==> config.mk <==
export PLATFORM = sky130hd
export DESIGN_NAME = sym_timing_nco
export DESIGN_NICKNAME = d
export VERILOG_FILES = /design/src/rtl/sym_timing_nco.sv
export SDC_FILE = /design/constraint.sdc
export NUM_CORES = 1
export LEC_CHECK = 0
export BUFFER_PORTS_ARGS = -buffer_cell sky130_fd_sc_hd__buf_2
export CAP_MARGIN = 0
export CORE_MARGIN = 5
export CORE_UTILIZATION = 50
export CTS_CLUSTER_SIZE = 8
export DETAILED_ROUTE_END_ITERATION = 16
export HOLD_SLACK_MARGIN = 0.15
export PLACE_DENSITY = 0.77
export RECOVER_POWER = 25
export SYNTH_ARGS = -nofsm -noshare
export SYNTH_HDL_FRONTEND = slang
export SYNTH_SLANG_ARGS = --single-unit
==> constraint.sdc <==
create_clock -name clk -period 4.46 [get_ports clk]
set_input_delay 0.892 -clock clk [delete_from_list [all_inputs] [get_ports clk]]
set_output_delay 0.892 -clock clk [all_outputs]
set_load 0.02 [all_outputs]
==> src/rtl/sym_timing_nco.sv <==
// sym_timing_nco: symbol-timing NCO that strobes once per OSF-sample wrap with integer phase and fractional mu
// Ports: clk, reset (async, active-high); en_i sample valid; sync_i reloads the accumulator to 0;
//   ctrl_i/ctrl_valid_i load a signed Q.FW correction into the step register; phase_ofs_i integer offset;
//   phase_int_o/mu_o/sym_valid_o symbol strobe; sat_o step clamped; sym_cnt_o/sat_cnt_o statistics.
// Option: define SYM_NCO_STATS_EN to build the strobe and saturation counters; otherwise both read 0.
module sym_timing_nco #(
  parameter int OSF = 20,
  parameter int FW  = 27,
  parameter int IW  = 5,
  parameter int CW  = 28
) (
  input  logic          clk,
  input  logic          reset,
  input  logic          en_i,
  input  logic          sync_i,
  input  logic [CW-1:0] ctrl_i,
  input  logic          ctrl_valid_i,
  input  logic [IW-1:0] phase_ofs_i,
  output logic [IW-1:0] phase_int_o,
  output logic [FW-1:0] mu_o,
  output logic          sym_valid_o,
  output logic          sat_o,
  output logic [15:0]   sym_cnt_o,
  output logic [15:0]   sat_cnt_o
);
  localparam int AW = IW + FW;
  localparam logic [AW-1:0] MODV = AW'(OSF) << FW;
  localparam logic [AW-1:0] STEP_ONE = AW'(1) << FW;
  localparam logic signed [CW+1:0] ONE = (CW+2)'(1 << FW);
  localparam logic signed [CW+1:0] SMIN = (CW+2)'(1 << (FW-1));
  localparam logic signed [CW+1:0] SMAX = (CW+2)'(3 << (FW-1));
  logic [AW-1:0] acc, step, nxt, res, step_c;
  logic signed [CW+1:0] sum;
  logic [IW:0] psum;
  logic [IW-1:0] ph_n;
  logic lo, hi, wrap, adv;
  // Two guard bits keep 1.0 + most-positive correction from overflowing before the clamp.
  assign sum = ONE + (CW+2)'($signed(ctrl_i));
  assign lo = sum < SMIN;
  assign hi = sum > SMAX;
  assign step_c = AW'(lo ? SMIN : hi ? SMAX : sum);
  assign adv = en_i & ~sync_i;
  assign nxt = acc + step;
  assign wrap = nxt >= MODV;
  assign res = nxt - MODV;
  assign psum = {1'b0, res[AW-1:FW]} + {1'b0, phase_ofs_i};
  assign ph_n = IW'(psum >= (IW+1)'(OSF) ? psum - (IW+1)'(OSF) : psum);
  always_ff @(posedge clk or posedge reset)
    if (reset) begin
      acc <= '0;
      step <= STEP_ONE;
      sat_o <= 1'b0;
      sym_valid_o <= 1'b0;
      phase_int_o <= '0;
      mu_o <= '0;
    end else begin
      sym_valid_o <= adv & wrap;
      if (sync_i) acc <= '0;
      else if (en_i) acc <= wrap ? res : nxt;
      if (adv & wrap) begin
        phase_int_o <= ph_n;
        mu_o <= res[FW-1:0];
      end
      // Loaded after the accumulator uses the old step, so a coincident strobe is unaffected.
      if (ctrl_valid_i) begin
        step <= step_c;
        sat_o <= lo | hi;
      end
    end
`ifdef SYM_NCO_STATS_EN
  logic [15:0] sym_cnt, sat_cnt;
  always_ff @(posedge clk or posedge reset)
    if (reset || sync_i) begin
      sym_cnt <= '0;
      sat_cnt <= '0;
    end else begin
      if (adv & wrap) sym_cnt <= sym_cnt + 16'd1;
      if (ctrl_valid_i & (lo | hi)) sat_cnt <= sat_cnt + 16'd1;
    end
  assign sym_cnt_o = sym_cnt;
  assign sat_cnt_o = sat_cnt;
`else
  assign sym_cnt_o = '0;
  assign sat_cnt_o = '0;
`endif
  ofs_legal: assert property (@(posedge clk) disable iff (reset) phase_ofs_i < IW'(OSF));
endmodule

After elaboration in Yosys (flattened, before gate mapping)
Index checks and enable logic that the tools add are counted.
{"block": "word_totals", "register_bits": 98, "inputBits": 38, "output_inout_bits": 66}
{"block": "classes", "muxes": 6, "n_lt_le_gt_ge": 4, "n_bitwise": 4, "add_sub_neg": 5, "n_reduce_logical": 1}
{"cell": "2-to-1 mux 32 bit", "n": 5}
{"cell": "adder 32 bit", "n": 1}
{"cell": ">= comparator 32 bit, second input constant", "n": 1}
{"cell": "subtractor 32 bit, second input constant", "n": 1}
{"cell": "adder 29 x 28 -> 30 bit, first input constant", "n": 1}
{"cell": "greater-than comparator 30 x 29 -> 1 bit, second input constant", "n": 1}
{"cell": "< comparator 30 x 28 -> 1 bit, second input constant", "n": 1}
{"cell": "adder 5 x 5 -> 6 bit", "n": 1}
{"cell": ">= comparator 6 x 5 -> 1 bit, second input constant", "n": 1}
{"cell": "2-to-1 mux 5 bit", "n": 1}
{"cell": "subtractor 5 bit, second input constant", "n": 1}
{"cell": "bitwise AND 1 bit", "n": 2}
{"cell": "nonzero test 2 bit", "n": 1}
{"cell": "NOT 1 bit", "n": 1}
{"cell": "OR 1 bit", "n": 1}

Depth between registers and ports, before layout
Gate-level depths: netlist of run 1.
{"block": "logic_depth", "depth_word": 5, "mapped_depth": 23, "mapped_depth_nobuf": 22}

Worst setup path after synthesis of run 1
No wires, ideal clock.
{"block": "synth_timing", "path_kind": "register to register", "start": "reg acc[16]", "end": "reg phase_int_o[2]", "required_time_ps": 4335, "path_buffers": 1, "arrival_time_ps": 4347, "period_less_slack_ps": 4472, "setup_time_ps": 125, "stages_incl_launch_ff": 24, "setup_slack_ps": -12, "path_cell_list": "dfrtp_1 > ha_1 > clkbuf_2 > a21oi_1 > o21ai_0 > a2111oi_0 > nor2_1 > a21bo_2 > a41o_1 > a21oi_1 > xnor2_1 > ha_1 > inv_1 > fa_1 > xnor2_1 > xnor2_1 > inv_1 > ha_1 > nand2_1 > o21ai_0 > inv_1 > o31ai_4 > xnor2_1 > mux2_2"}
{"block": "synth_between", "elab_chain_cells": 5, "word_cells_on_any_way": 8, "classes_between": "add/sub (4); order compare (2); mux (1); bitwise (1)"}
{"element": "start, declared", "line_no": "32", "text": "logic [AW-1:0] acc, step, nxt, res, step_c;"}
{"element": "start signal, assigned", "line_no": "59", "text": "else if (en_i) acc <= wrap ? res : nxt;"}
{"element": "adder 32 bit *", "line_no": "43", "text": "assign nxt = acc + step;"}
{"element": "subtractor 32 bit", "line_no": "45", "text": "assign res = nxt - MODV;"}
{"element": "adder 5 x 5 -> 6 bit", "line_no": "46", "text": "assign psum = {1'b0, res[AW-1:FW]} + {1'b0, phase_ofs_i};"}
{"element": "subtractor 5 bit / >= comparator 6 x 5 -> 1 bit (equally long branches)", "line_no": "47", "text": "assign ph_n = IW'(psum >= (IW+1)'(OSF) ? psum - (IW+1)'(OSF) : psum);"}
{"element": "2-to-1 mux 5 bit", "line_no": "47"}
{"element": "end signal, assigned", "line_no": "61", "text": "phase_int_o <= ph_n;"}
{"element": "end, declared", "line_no": "19", "text": "output logic [IW-1:0] phase_int_o,"}
Mark *: on every way between the ends. The rest lies on a longest branch, timed or not.
A chain may end at the register's enable or synchronous reset.

Worst setup path after layout of run 1
{"block": "layout_timing", "start": "reg acc[1]", "end": "reg phase_int_o[2]"}
The elaborated chain is that of the path after synthesis.

==> out/results.txt, run 1 <==
filler cell count -> 949
DRT iter0 DRCs -> 236
RR Endpoint -> phase_int_o[2]$_DFFE_PP0P_
Placer Congestion -> 0.890
CP Max Fanout -> 2
r2r startpoint -> acc[1]$_DFFE_PP0P_
Overall Global Routing Usage -> 21.1%
Die W -> 119 um
first-pass GRT wire length -> 24,200 um
placed insts -> 868
YS warnings -> 0
I/O Pins -> 104
hold path depth -> 1
final hold violations -> 0
largest net degree at the start of global routing -> 52
vias per inst -> 5.57
Root Driver -> clkbuf_16
Crit Path Category -> reg -> reg
final worst-path cycle share -> 101%
antenna diode count -> 0
Slew HR -> -54.1%
DR WL/cell -> 16.6 um
Peak VDD IR -> 242 uV
DR vias -> 4,975
synthesis-to-layout area growth -> 21.1%
Post-synth ARST share -> 100%
# port buffers -> 71
min-delay worst type -> reg -> reg
hold_ws -> 480 ps
Reg clk slew, reported paths -> 70 ps
leakage power -> 0.00367 uW
Detailed Route WL -> 14,800 um
leading area contributor after synthesis -> dfrtp_1
DP HPWL -> 10,700 um
Post-synth EDFFs -> 0
Hold Path End -> mu_o[16]$_DFFE_PP0P_
CP required -> 4700 ps
Top FF cell, synth -> dfrtp_1
Setup WS pre-CTS -> -228 ps
Slew @ Worst Pin -> 2300 ps
CTS tree -> built
Hold Path Origin -> mu_o[16]$_DFFE_PP0P_
Synth top area share -> 39.3%
Post-Syn Area per Cell -> 9.44 um2
CTS H-tree depth -> 3
die area -> 14,100 um2
most frequent cells in the layout -> dfrtp_1, buf_2, buf_4, nand2_1, nor2_1
FF+latch area -> 2350 um2
failing checks -> max-capacitance violations, max-slew violations, negative setup slack
count of cell types in the netlist -> 66
CTS buffer count -> 9
num rows -> 39
register area share after synthesis -> 39.8%
setup ws final -> -30.1 ps
FMAX -> 223 MHz
final instance area -> 7170 um2
initial antenna violation count -> 0
Critical Path End Type -> flop
total chip power -> 2550 uW
Max Cap Viol -> 1
post-synthesis cell count -> 627
Core Area -> 11,500 um2
Setup Skew -> 8.49 ps
CP arrival -> 4730 ps
Critical Path Start Type -> flop
Placed Area -> 6620 um2
post-route ant nets -> 0
Layout Cells excl Fill -> 893
FF-to-FF setup slack -> -30 ps
fin crit period -> 4490 ps
CTS Sinks -> 94
Pwr Density -> 356 nW/um2
DR pass1 iterations -> 5
Slew Viols, Final -> 52
Starting Density -> 51.4%
synthesis-stage register bit count -> 94
Multi-input gate area -> 3390 um2
synthesized area -> 5920 um2
Worst-Skew Late Latency -> 350 ps
residual DRC count -> 0
layout cells sized above 1 -> 28.1%
top cells by area, synth -> dfrtp_1, ha_1, mux2i_1
Die Span Y -> 119 um
clock buffer depth -> 2
commonest non-fill, non-tap cell in the layout -> dfrtp_1
setup repair after global routing missed its margin -> true
Reg2Reg Depth -> 21
gr ovfl total -> 0
status -> finished, violations left
final setup violation count -> 2
vias in the first global route -> 5,013
nets -> 819
==> through the flow <==
step | setup TNS (ps) | utilization, %
6_report | -30.6 | 62.3
5_1_grt | -413 | 62.3
4_1_cts | 0 | 61.0
3_5_place_dp | -422 | 57.5
3_3_place_gp | -86.9 | 57.5
2_1_floorplan | 0 | -
==> sequential cells by signal (all words and copies together), names as in the netlist <==
| name | count |
|---|---|
| acc | 32 |
| mu_o | 27 |
| phase_int_o | 5 |
| step | 28 |
| sat_o | 1 |
| sym_valid_o | 1 |
==> metal layers <==
layer / wire length [um] / global-route usage, % / up-vias
met5: 0 / 0 / -
met4: 417 / 9.99 / 0
met3: 876 / 3.93 / 38
met2: 7350 / 36.0 / 171
met1: 6160 / 25.8 / 2398
li1: - / - / 2368
==> logic make-up after synthesis <==
family | after synthesis | synth area share (%)
other | 1 | 0.0633
and+or+nand+nor | 165 | 12.8
buffers and inverters | 95 | 8.54
xor gates and xnor gates | 33 | 4.88
AOI/OAI and AO/OA | 149 | 16.4
DFF | 94 | 39.8
muxes | 53 | 9.51
adders and majority gates | 37 | 8.03
==> power by group <==
part	total, uW	internal [uW]	switching [uW]
clock network	743	408	335
logic	856	388	468
registers	951	910	41.1
total	2550	1710	844
==> worst max-delay path by stage <==
| stage | endpoint | startpoint | slack [ps] | cells after the start |
|---|---|---|---|---|
| 2_1_floorplan | phase_int_o[2]$_DFFE_PP0P_ | acc[16]$_DFFE_PP0P_ | 30 | 23 |
| 3_3_place_gp | phase_int_o[2]$_DFFE_PP0P_ | acc[16]$_DFFE_PP0P_ | -60 | 22 |
| 3_5_place_dp | phase_int_o[2]$_DFFE_PP0P_ | acc[18]$_DFFE_PP0P_ | -230 | 22 |
| 4_1_cts | phase_int_o[2]$_DFFE_PP0P_ | step[1]$_DFFE_PP0P_ | 4 | 22 |
| 5_1_grt | phase_int_o[2]$_DFFE_PP0P_ | acc[1]$_DFFE_PP0P_ | -180 | 21 |
| 6_report | phase_int_o[2]$_DFFE_PP0P_ | acc[1]$_DFFE_PP0P_ | -30 | 21 |
==> synthesized netlist by cell type, types with 2 or more instances <==
cell type	instances
dfrtp_1	93
nand2_1	57
nor2_1	56
a21oi_1	45
o21ai_0	42
inv_1	40
buf_4	34
ha_1	34
mux2i_1	27
xnor2_1	24
mux2_2	16
clkbuf_1	12
mux2_1	10
a211oi_1	9
nand3_1	9
xor2_1	9
nand2b_1	8
a21o_1	7
nor3_1	6
nor4_1	6
o211ai_1	6
o21a_1	6
o21bai_1	6
or3_1	4
a211o_1	3
buf_2	3
nand4_1	3
a21boi_0	2
a21oi_2	2
a31oi_1	2
a41oi_1	2
buf_1	2
buf_6	2
clkbuf_2	2
fa_1	2
nand3_2	2
nor2b_1	2
nor3b_1	2
o31ai_1	2
or2_2	2
==> timing repair <==
action / CTS / global route
hold buffers: 0 / 0
resized for setup: 19 / 21
hold endpoints to repair: 0 / 0
setup buffers: 5 / 4
cloned: 0 / 0
setup endpoints to repair: 3 / 3
pin swaps: 18 / 24
==> worst max-delay path, stage by stage, from the launching register on <==
cell and delay, ps:
dfrtp_1 380, ha_1 320, a211oi_2 200, o21bai_1 120, o211ai_1 310, nand3_1 160, a21bo_2 230, a41o_1 200
a21oi_2 210, xnor2_2 100, ha_2 200, buf_4 140, a21o_1 180, maj3_2 360, xnor2_4 220, ha_4 190
nand2_4 50, o21ai_2 140, inv_2 60, o31ai_4 220, xnor2_1 120, mux2_4 260
==> area by class of cell <==
class	count	share of cell area, %
clock buffers	11	3.53
clock inverters	5	0.454
inverters	40	2.11
multi-input cells	469	47.3
flip-flops and latches	94	32.8
well taps	143	2.50
repair buffers	131	11.3
Power figures use the tool's default switching activity.
==> run 2: changes to the inputs <==
--- a/config.mk
+++ b/config.mk
@@ -8,11 +8,12 @@
 export BUFFER_PORTS_ARGS = -buffer_cell sky130_fd_sc_hd__buf_2
 export CAP_MARGIN = 0
 export CORE_MARGIN = 5
-export CORE_UTILIZATION = 50
+export CORE_UTILIZATION = 53
+export CTS_BUF_LIST = sky130_fd_sc_hd__clkbuf_2 sky130_fd_sc_hd__clkbuf_4 sky130_fd_sc_hd__clkbuf_8
 export CTS_CLUSTER_SIZE = 8
 export DETAILED_ROUTE_END_ITERATION = 16
 export HOLD_SLACK_MARGIN = 0.15
-export PLACE_DENSITY = 0.77
+export PLACE_DENSITY = 0.81
 export RECOVER_POWER = 25
 export SYNTH_ARGS = -nofsm -noshare
 export SYNTH_HDL_FRONTEND = slang
==> run 2 against run 1 <==
  * The run ends with max-capacitance violations, max-slew violations left
  * Clock skew hardly changed
  * Sequential share of layout area is 0.52 points higher
  * Routed wire length decreased by 5.6%
  * Clock power shrank 16%
  * Via count fell by 1.1%
  * Power shrank 7.2%
  * Largest power group unchanged
  * Highest routed layer unchanged
==> out/results.txt, run 2 (synthesis results as in run 1) <==
die area -> 13,400 um2 (was 14,100 um2)
Pwr Density -> 335 nW/um2 (was 356 nW/um2)
fin crit period -> 4430 ps (was 4490 ps)
Slew Viols, Final -> 93 (was 52)
vias per inst -> 5.56 (was 5.57)
leakage power -> 0.00359 uW (was 0.00367 uW)
first-pass GRT wire length -> 23,800 um (was 24,200 um)
largest reg by FF count -> acc (unchanged)
CP Max Fanout -> 4 (was 2)
residual DRC count -> 0 (unchanged)
Critical Path End Type -> flop (unchanged)
vias in the first global route -> 5,035 (was 5,013)
min-delay worst type -> in -> async (was reg -> reg)
commonest non-fill, non-tap cell in the layout -> dfrtp_1 (unchanged)
Post-Route Setup TNS -> 0 ps (was -30.6 ps)
Placed Area -> 6510 um2 (was 6620 um2)
DR pass1 iterations -> 5 (unchanged)
Root Driver -> clkbuf_8 (was clkbuf_16)
Reg2Reg Depth -> 21 (unchanged)
initial antenna violation count -> 0 (unchanged)
CTS Sinks -> 94 (unchanged)
Crit. Startpoint -> step[6]$_DFFE_PP0P_ (was acc[1]$_DFFE_PP0P_)
Slew HR -> -74.1% (was -54.1%)
# port buffers -> 71 (unchanged)
most frequent cells in the layout -> dfrtp_1, buf_2, nor2_1, nand2_1, buf_4 (was dfrtp_1, buf_2, buf_4, nand2_1, nor2_1)
final setup violation count -> 0 (was 2)
I/O Pins -> 104 (unchanged)
largest net degree at the start of global routing -> 50 (was 52)
Detailed Route WL -> 14,000 um (was 14,800 um)
Worst-Skew Late Latency -> 380 ps (was 350 ps)
post-route ant nets -> 0 (unchanged)
max FFs per register -> 32 (unchanged)
DR vias -> 4,919 (was 4,975)
total chip power -> 2370 uW (was 2550 uW)
DR WL/cell -> 15.8 um (was 16.6 um)
RR Endpoint -> phase_int_o[2]$_DFFE_PP0P_ (unchanged)
gr ovfl total -> 0 (unchanged)
Crit Path Category -> reg -> reg (unchanged)
FMAX -> 226 MHz (was 223 MHz)
Placer Congestion -> 0.962 (was 0.890)
Overall Global Routing Usage -> 22.2% (was 21.1%)
DRT iter0 DRCs -> 226 (was 236)
filler cell count -> 845 (was 949)
Peak VDD IR -> 335 uV (was 242 uV)
synthesis-to-layout area growth -> 19.2% (was 21.1%)
top flop regs -> acc x32, step x28, mu_o x27 (unchanged)
antenna diode count -> 0 (unchanged)
Critical Path Start Type -> flop (unchanged)
Setup Skew -> 8.47 ps (was 8.49 ps)
failing checks -> max-capacitance violations, max-slew violations (was max-capacitance violations, max-slew violations, negative setup slack)
Max Cap Viol -> 2 (was 1)
FF-to-FF setup slack -> 30 ps (was -30 ps)
num rows -> 38 (was 39)
Reg clk slew, reported paths -> 90 ps (was 70 ps)
Die W -> 116 um (was 119 um)
CP arrival -> 4710 ps (was 4730 ps)
Starting Density -> 54.4% (was 51.4%)
final instance area -> 7060 um2 (was 7170 um2)
CTS hold repair buffers -> 0 (unchanged)
status -> finished, violations left (unchanged)
r2r startpoint -> step[6]$_DFFE_PP0P_ (was acc[1]$_DFFE_PP0P_)
CTS tree -> built (unchanged)
clock buffer depth -> 2 (unchanged)
nets -> 814 (was 819)
final hold violations -> 0 (unchanged)
DP HPWL -> 10,300 um (was 10,700 um)
CTS buffer count -> 9 (unchanged)
Core Area -> 10,900 um2 (was 11,500 um2)
setup repair after global routing missed its margin -> true (unchanged)
CTS H-tree depth -> 3 (unchanged)
CP required -> 4740 ps (was 4700 ps)
final worst-path cycle share -> 99.3% (was 101%)
Critical path destination -> phase_int_o[2]$_DFFE_PP0P_ (unchanged)
Slew @ Worst Pin -> 2610 ps (was 2300 ps)
layout cells sized above 1 -> 28.2% (was 28.1%)
Die Span Y -> 116 um (was 119 um)
## run 2: layer usage
metal | up-vias | routed length [um] | GRT usage [%]
li1 | 2341 | - | -
met1 | 2399 | 5830 | 28.3
met2 | 151 | 6980 | 37.2
met3 | 28 | 912 | 6.01
met4 | 0 | 248 | 6.81
met5 | - | 0 | 0
## run 2: report_power, final
group / internal (uW) / switching [uW]
combinational: 356 / 433
sequential: 909 / 43.1
clock: 342 / 285
## run 2: critical path, cell delays in order (launching register included)
cell      delay [ps]
dfrtp_1          420
ha_4             270
a211o_1          340
o211ai_1         290
nand3_1          160
a21bo_2          250
a41o_1           180
a21oi_2          160
xnor2_2          140
ha_2             230
inv_2             40
fa_2             380
xnor2_2          240
xnor2_2          120
inv_1             80
ha_2             170
nand2_2           50
o21ai_2          130
inv_2             50
o31ai_4          240
xnor2_1          100
mux2_4           260
## run 2: area by class of cell
class / instances / area (um2) / area share (%)
multi-input cells: 469 / 3400 / 48.1
flip-flops and latches: 94 / 2350 / 33.3
repair buffers: 126 / 759 / 10.8
well taps: 140 / 175 / 2.48
clock buffers: 12 / 153 / 2.16
inverters: 40 / 151 / 2.15
clock inverters: 4 / 70.1 / 0.993
## run 2: what timing repair did
| item | CTS | global route |
|---|---|---|
| gates resized for setup | 21 | 22 |
| pin swaps | 8 | 26 |
| setup endpoints to repair | 3 | 3 |
| buffers inserted | 9 | 8 |
## run 2: stage by stage
step                      std cells  hold slack (ps)  util, %  setup WS (ps)
final                           885              376     64.8           31.4
after global routing            885              390     64.8           -161
after CTS                       877              338     63.3           3.04
after detailed placement        852              470     59.8           -283
after global placement          852              467     59.8          -68.9
after floorplan                 658              469        -           28.9
## run 2: how the worst min path moves through the flow
stage,start,end,slack (ps),cells after the start
after floorplan,step[27]$_DFFE_PP1P_,step[27]$_DFFE_PP1P_,470,2
after global placement,mu_o[16]$_DFFE_PP0P_,mu_o[16]$_DFFE_PP0P_,470,1
after detailed placement,mu_o[12]$_DFFE_PP0P_,mu_o[12]$_DFFE_PP0P_,470,1
after CTS,reset,mu_o[19]$_DFFE_PP0P_,340,2
after global routing,reset,mu_o[19]$_DFFE_PP0P_,390,2
final,reset,mu_o[19]$_DFFE_PP0P_,380,2
==> run 3: changes to the inputs <==
--- a/config.mk
+++ b/config.mk
@@ -5,8 +5,10 @@
 export SDC_FILE = /design/constraint.sdc
 export NUM_CORES = 1
 export LEC_CHECK = 0
+export ABC_AREA = 1
 export BUFFER_PORTS_ARGS = -buffer_cell sky130_fd_sc_hd__buf_2
 export CAP_MARGIN = 0
+export CORE_ASPECT_RATIO = 0.5
 export CORE_MARGIN = 5
 export CORE_UTILIZATION = 53
 export CTS_BUF_LIST = sky130_fd_sc_hd__clkbuf_2 sky130_fd_sc_hd__clkbuf_4 sky130_fd_sc_hd__clkbuf_8
==> run 3 against run 2 <==
  * Routed wire length grew 3.2%
  * Power shrank 10%
  * First-iteration DRC count rose by 26%
  * Synthesized cell count increased by 10%
  * Via count is 0.39% lower
  * Register-to-register slack improved by 410 ps
  * Setup slack gained 410 ps
  * The flow still finishes with violations (max-capacitance violations, max-slew violations)
  * Final cell count grew 3.3%
  * Clock skew rose by 10 ps
==> out/results.txt, run 3 <==
I/O Pins -> 104 (unchanged)
final core utilization -> 59.1% (was 64.8%)
residual DRC count -> 0 (unchanged)
antenna diode count -> 0 (unchanged)
commonest non-fill, non-tap cell in the layout -> nand2_1 (was dfrtp_1)
Post-Route Setup TNS -> 0 ps (unchanged)
FMAX -> 249 MHz (was 226 MHz)
DR pass1 iterations -> 5 (unchanged)
gr ovfl total -> 0 (unchanged)
DRT iter0 DRCs -> 284 (was 226)
DR WL/cell -> 15.8 um (about the same)
Max Cap Viol -> 1 (was 2)
Core Area -> 10,900 um2 (about the same)
count of cell types in the netlist -> 48 (was 66)
Die W -> 159 um (was 116 um)
most frequent cells in the layout -> nand2_1, dfrtp_1, buf_2, inv_1, ha_1 (was dfrtp_1, buf_2, nor2_1, nand2_1, buf_4)
die area -> 13,500 um2 (was 13,400 um2)
CTS hold repair buffers -> 0 (unchanged)
Critical path destination -> phase_int_o[2]$_DFFE_PP0P_ (unchanged)
Post-Syn Area per Cell -> 8.51 um2 (was 9.44 um2)
synthesis-to-layout area growth -> 9.56% (was 19.2%)
top flop regs -> acc x32, step x28, mu_o x27 (unchanged)
Synth top area share -> 39.5% (was 39.3%)
vias in the first global route -> 4,835 (was 5,035)
Slew Viols, Final -> 46 (was 93)
post-route ant nets -> 0 (unchanged)
CTS Sinks -> 94 (unchanged)
Top FF cell, synth -> dfrtp_1 (unchanged)
largest net degree at the start of global routing -> 52 (was 50)
DR vias -> 4,900 (was 4,919)
r2r startpoint -> acc[2]$_DFFE_PP0P_ (was step[6]$_DFFE_PP0P_)
Worst-Skew Late Latency -> 380 ps (about the same)
min-delay worst type -> reg -> reg (was in -> async)
nets -> 839 (was 814)
CP Max Fanout -> 3 (was 4)
top cells by area, synth -> dfrtp_1, nand2_1, ha_1 (was dfrtp_1, ha_1, mux2i_1)
clock buffer depth -> 2 (unchanged)
Slew @ Worst Pin -> 1940 ps (was 2610 ps)
Root Driver -> clkbuf_8 (unchanged)
FF-to-FF setup slack -> 440 ps (was 30 ps)
CTS tree -> built (unchanged)
vias per inst -> 5.36 (was 5.56)
num rows -> 27 (was 38)
filler cell count -> 937 (was 845)
most frequent CP cell -> nand2_1 (was xnor2_2)
Post-synth ARST share -> 100% (unchanged)
RR Endpoint -> phase_int_o[2]$_DFFE_PP0P_ (unchanged)
Critical Path End Type -> flop (unchanged)
# port buffers -> 71 (unchanged)
layout cells sized above 1 -> 21.1% (was 28.2%)
Die Span Y -> 84.5 um (was 116 um)
synthesized area -> 5890 um2 (was 5920 um2)
Slew HR -> -30.2% (was -74.1%)
first-pass GRT wire length -> 24,100 um (was 23,800 um)
fin crit period -> 4020 ps (was 4430 ps)
Pwr Density -> 330 nW/um2 (was 335 nW/um2)
Crit. Startpoint -> acc[2]$_DFFE_PP0P_ (was step[6]$_DFFE_PP0P_)
register area share after synthesis -> 40.0% (was 39.8%)
Overall Global Routing Usage -> 22.0% (was 22.2%)
setup ws final -> 439 ps (was 31.4 ps)
DP HPWL -> 11,200 um (was 10,300 um)
hold path depth -> 2
synthesis-stage register bit count -> 94 (unchanged)
commonest cells in the netlist -> nand2_1, dfrtp_1, inv_1 (was dfrtp_1, nand2_1, nor2_1)
Placer Congestion -> 0.959 (was 0.962)
largest reg by FF count -> acc (unchanged)
Crit Path Category -> reg -> reg (unchanged)
failing checks -> max-capacitance violations, max-slew violations (unchanged)
hold_ws -> 480 ps (was 376 ps)
CP required -> 4780 ps (was 4740 ps)
final hold violations -> 0 (unchanged)
Setup Skew -> 18.7 ps (was 8.47 ps)
YS warnings -> 0 (unchanged)
Reg2Reg Depth -> 28 (was 21)
leakage power -> 0.00352 uW (was 0.00359 uW)
setup repair after global routing missed its margin -> false (was true)
CP arrival -> 4340 ps (was 4710 ps)
status -> finished, violations left (unchanged)
initial antenna violation count -> 0 (unchanged)
max FFs per register -> 32 (unchanged)
post-CTS setup repair buffer count -> 0 (was 9)
CTS H-tree depth -> 3 (unchanged)
Reg clk slew, reported paths -> 90 ps (about the same)
Critical Path Start Type -> flop (unchanged)
Starting Density -> 54.0% (was 54.4%)
top-count cell post-synth -> nand2_1 (was dfrtp_1)
Peak VDD IR -> 142 uV (was 335 uV)
Detailed Route WL -> 14,400 um (was 14,000 um)
leading area contributor after synthesis -> dfrtp_1 (unchanged)
post-synthesis cell count -> 692 (was 627)
CTS buffer count -> 9 (unchanged)
final setup violation count -> 0 (unchanged)
Post-synth EDFFs -> 0 (unchanged)
Setup WS pre-CTS -> 486 ps (was -283 ps)
Max stage delay on crit path -> 400 ps (was 420 ps)
final worst-path cycle share -> 90.2% (was 99.3%)
post-CTS sizing -> 0 (was 21)
Slowest-stage cell, CP -> dfrtp_1 (unchanged)
==> run 3: cell count changes after synthesis, moves of 16 or more <==
cell / previous run / this run
inv_1: 40 / 56
nand3_1: 9 / 29
mux2_2: 16 / 0
o21ai_0: 42 / 26
mux2i_1: 27 / 0
nor2_1: 56 / 33
o21ai_2: 0 / 21
nand2_2: 0 / 27
a22o_1: 0 / 32
nand2_1: 57 / 170
==> run 3: cell families after synthesis <==
kind of cell,after synthesis,synth area share [%]
compound gates,139,16.5
flops,94,40.0
buf+inv,111,9.96
other cells,1,0.0637
xor+xnor,26,3.87
simple gates,285,21.8
fa+ha+maj,36,7.90
==> run 3: metrics by stage <==
stage / power [uW] / area, um2 / cells
3_3_place_gp: 1540 / 6260 / 899
5_1_grt: 2250 / 6450 / 914
4_1_cts: 2140 / 6460 / 914
2_1_floorplan: 1410 / 6010 / 723
3_5_place_dp: 1550 / 6260 / 899
6_report: 2130 / 6450 / 914
==> run 3: layer usage <==
metal	share of wire [%]	global-route usage, %
met5	0	0
met4	2.4	7.12
met3	7.2	5.98
met2	42	32.6
met1	48	31.3
==> run 3: layout make-up <==
class | count | area [um2] | area share, %
clock inverters | 5 | 60.1 | 0.931
multi-input cells | 518 | 3070 | 47.5
well taps | 145 | 181 | 2.81
clock buffers | 10 | 138 | 2.13
repair buffers | 78 | 404 | 6.26
flip-flops and latches | 94 | 2350 | 36.5
inverters | 64 | 250 | 3.88
==> run 3: worst max-delay path: cells and delay by family, from the launching register on <==
| family | cells | cell delay, ps |
|---|---|---|
| AO/OA/AOI/OAI | 4 | 610 |
| adder cells (fa/ha/maj) | 4 | 1070 |
| buffers and inverters | 3 | 220 |
| flip-flops | 1 | 400 |
| AND/OR/NAND/NOR | 17 | 1670 |
==> run 3: worst min path at each step <==
stage / start / end / slack (ps)
floorplan: step[27]$_DFFE_PP1P_ / step[27]$_DFFE_PP1P_ / 450
global placement: mu_o[6]$_DFFE_PP0P_ / mu_o[6]$_DFFE_PP0P_ / 450
detailed placement: phase_int_o[2]$_DFFE_PP0P_ / phase_int_o[2]$_DFFE_PP0P_ / 460
CTS: phase_int_o[2]$_DFFE_PP0P_ / phase_int_o[2]$_DFFE_PP0P_ / 490
global route: step[27]$_DFFE_PP1P_ / step[27]$_DFFE_PP1P_ / 510
finish: mu_o[17]$_DFFE_PP0P_ / mu_o[17]$_DFFE_PP0P_ / 480
==> run 3: power breakdown <==
| part | total [uW] | internal (uW) | switching [uW] |
|---|---|---|---|
| combinational | 577 | 199 | 378 |
| sequential | 970 | 922 | 48.6 |
| clock | 583 | 272 | 311 |
| total | 2130 | 1390 | 737 |
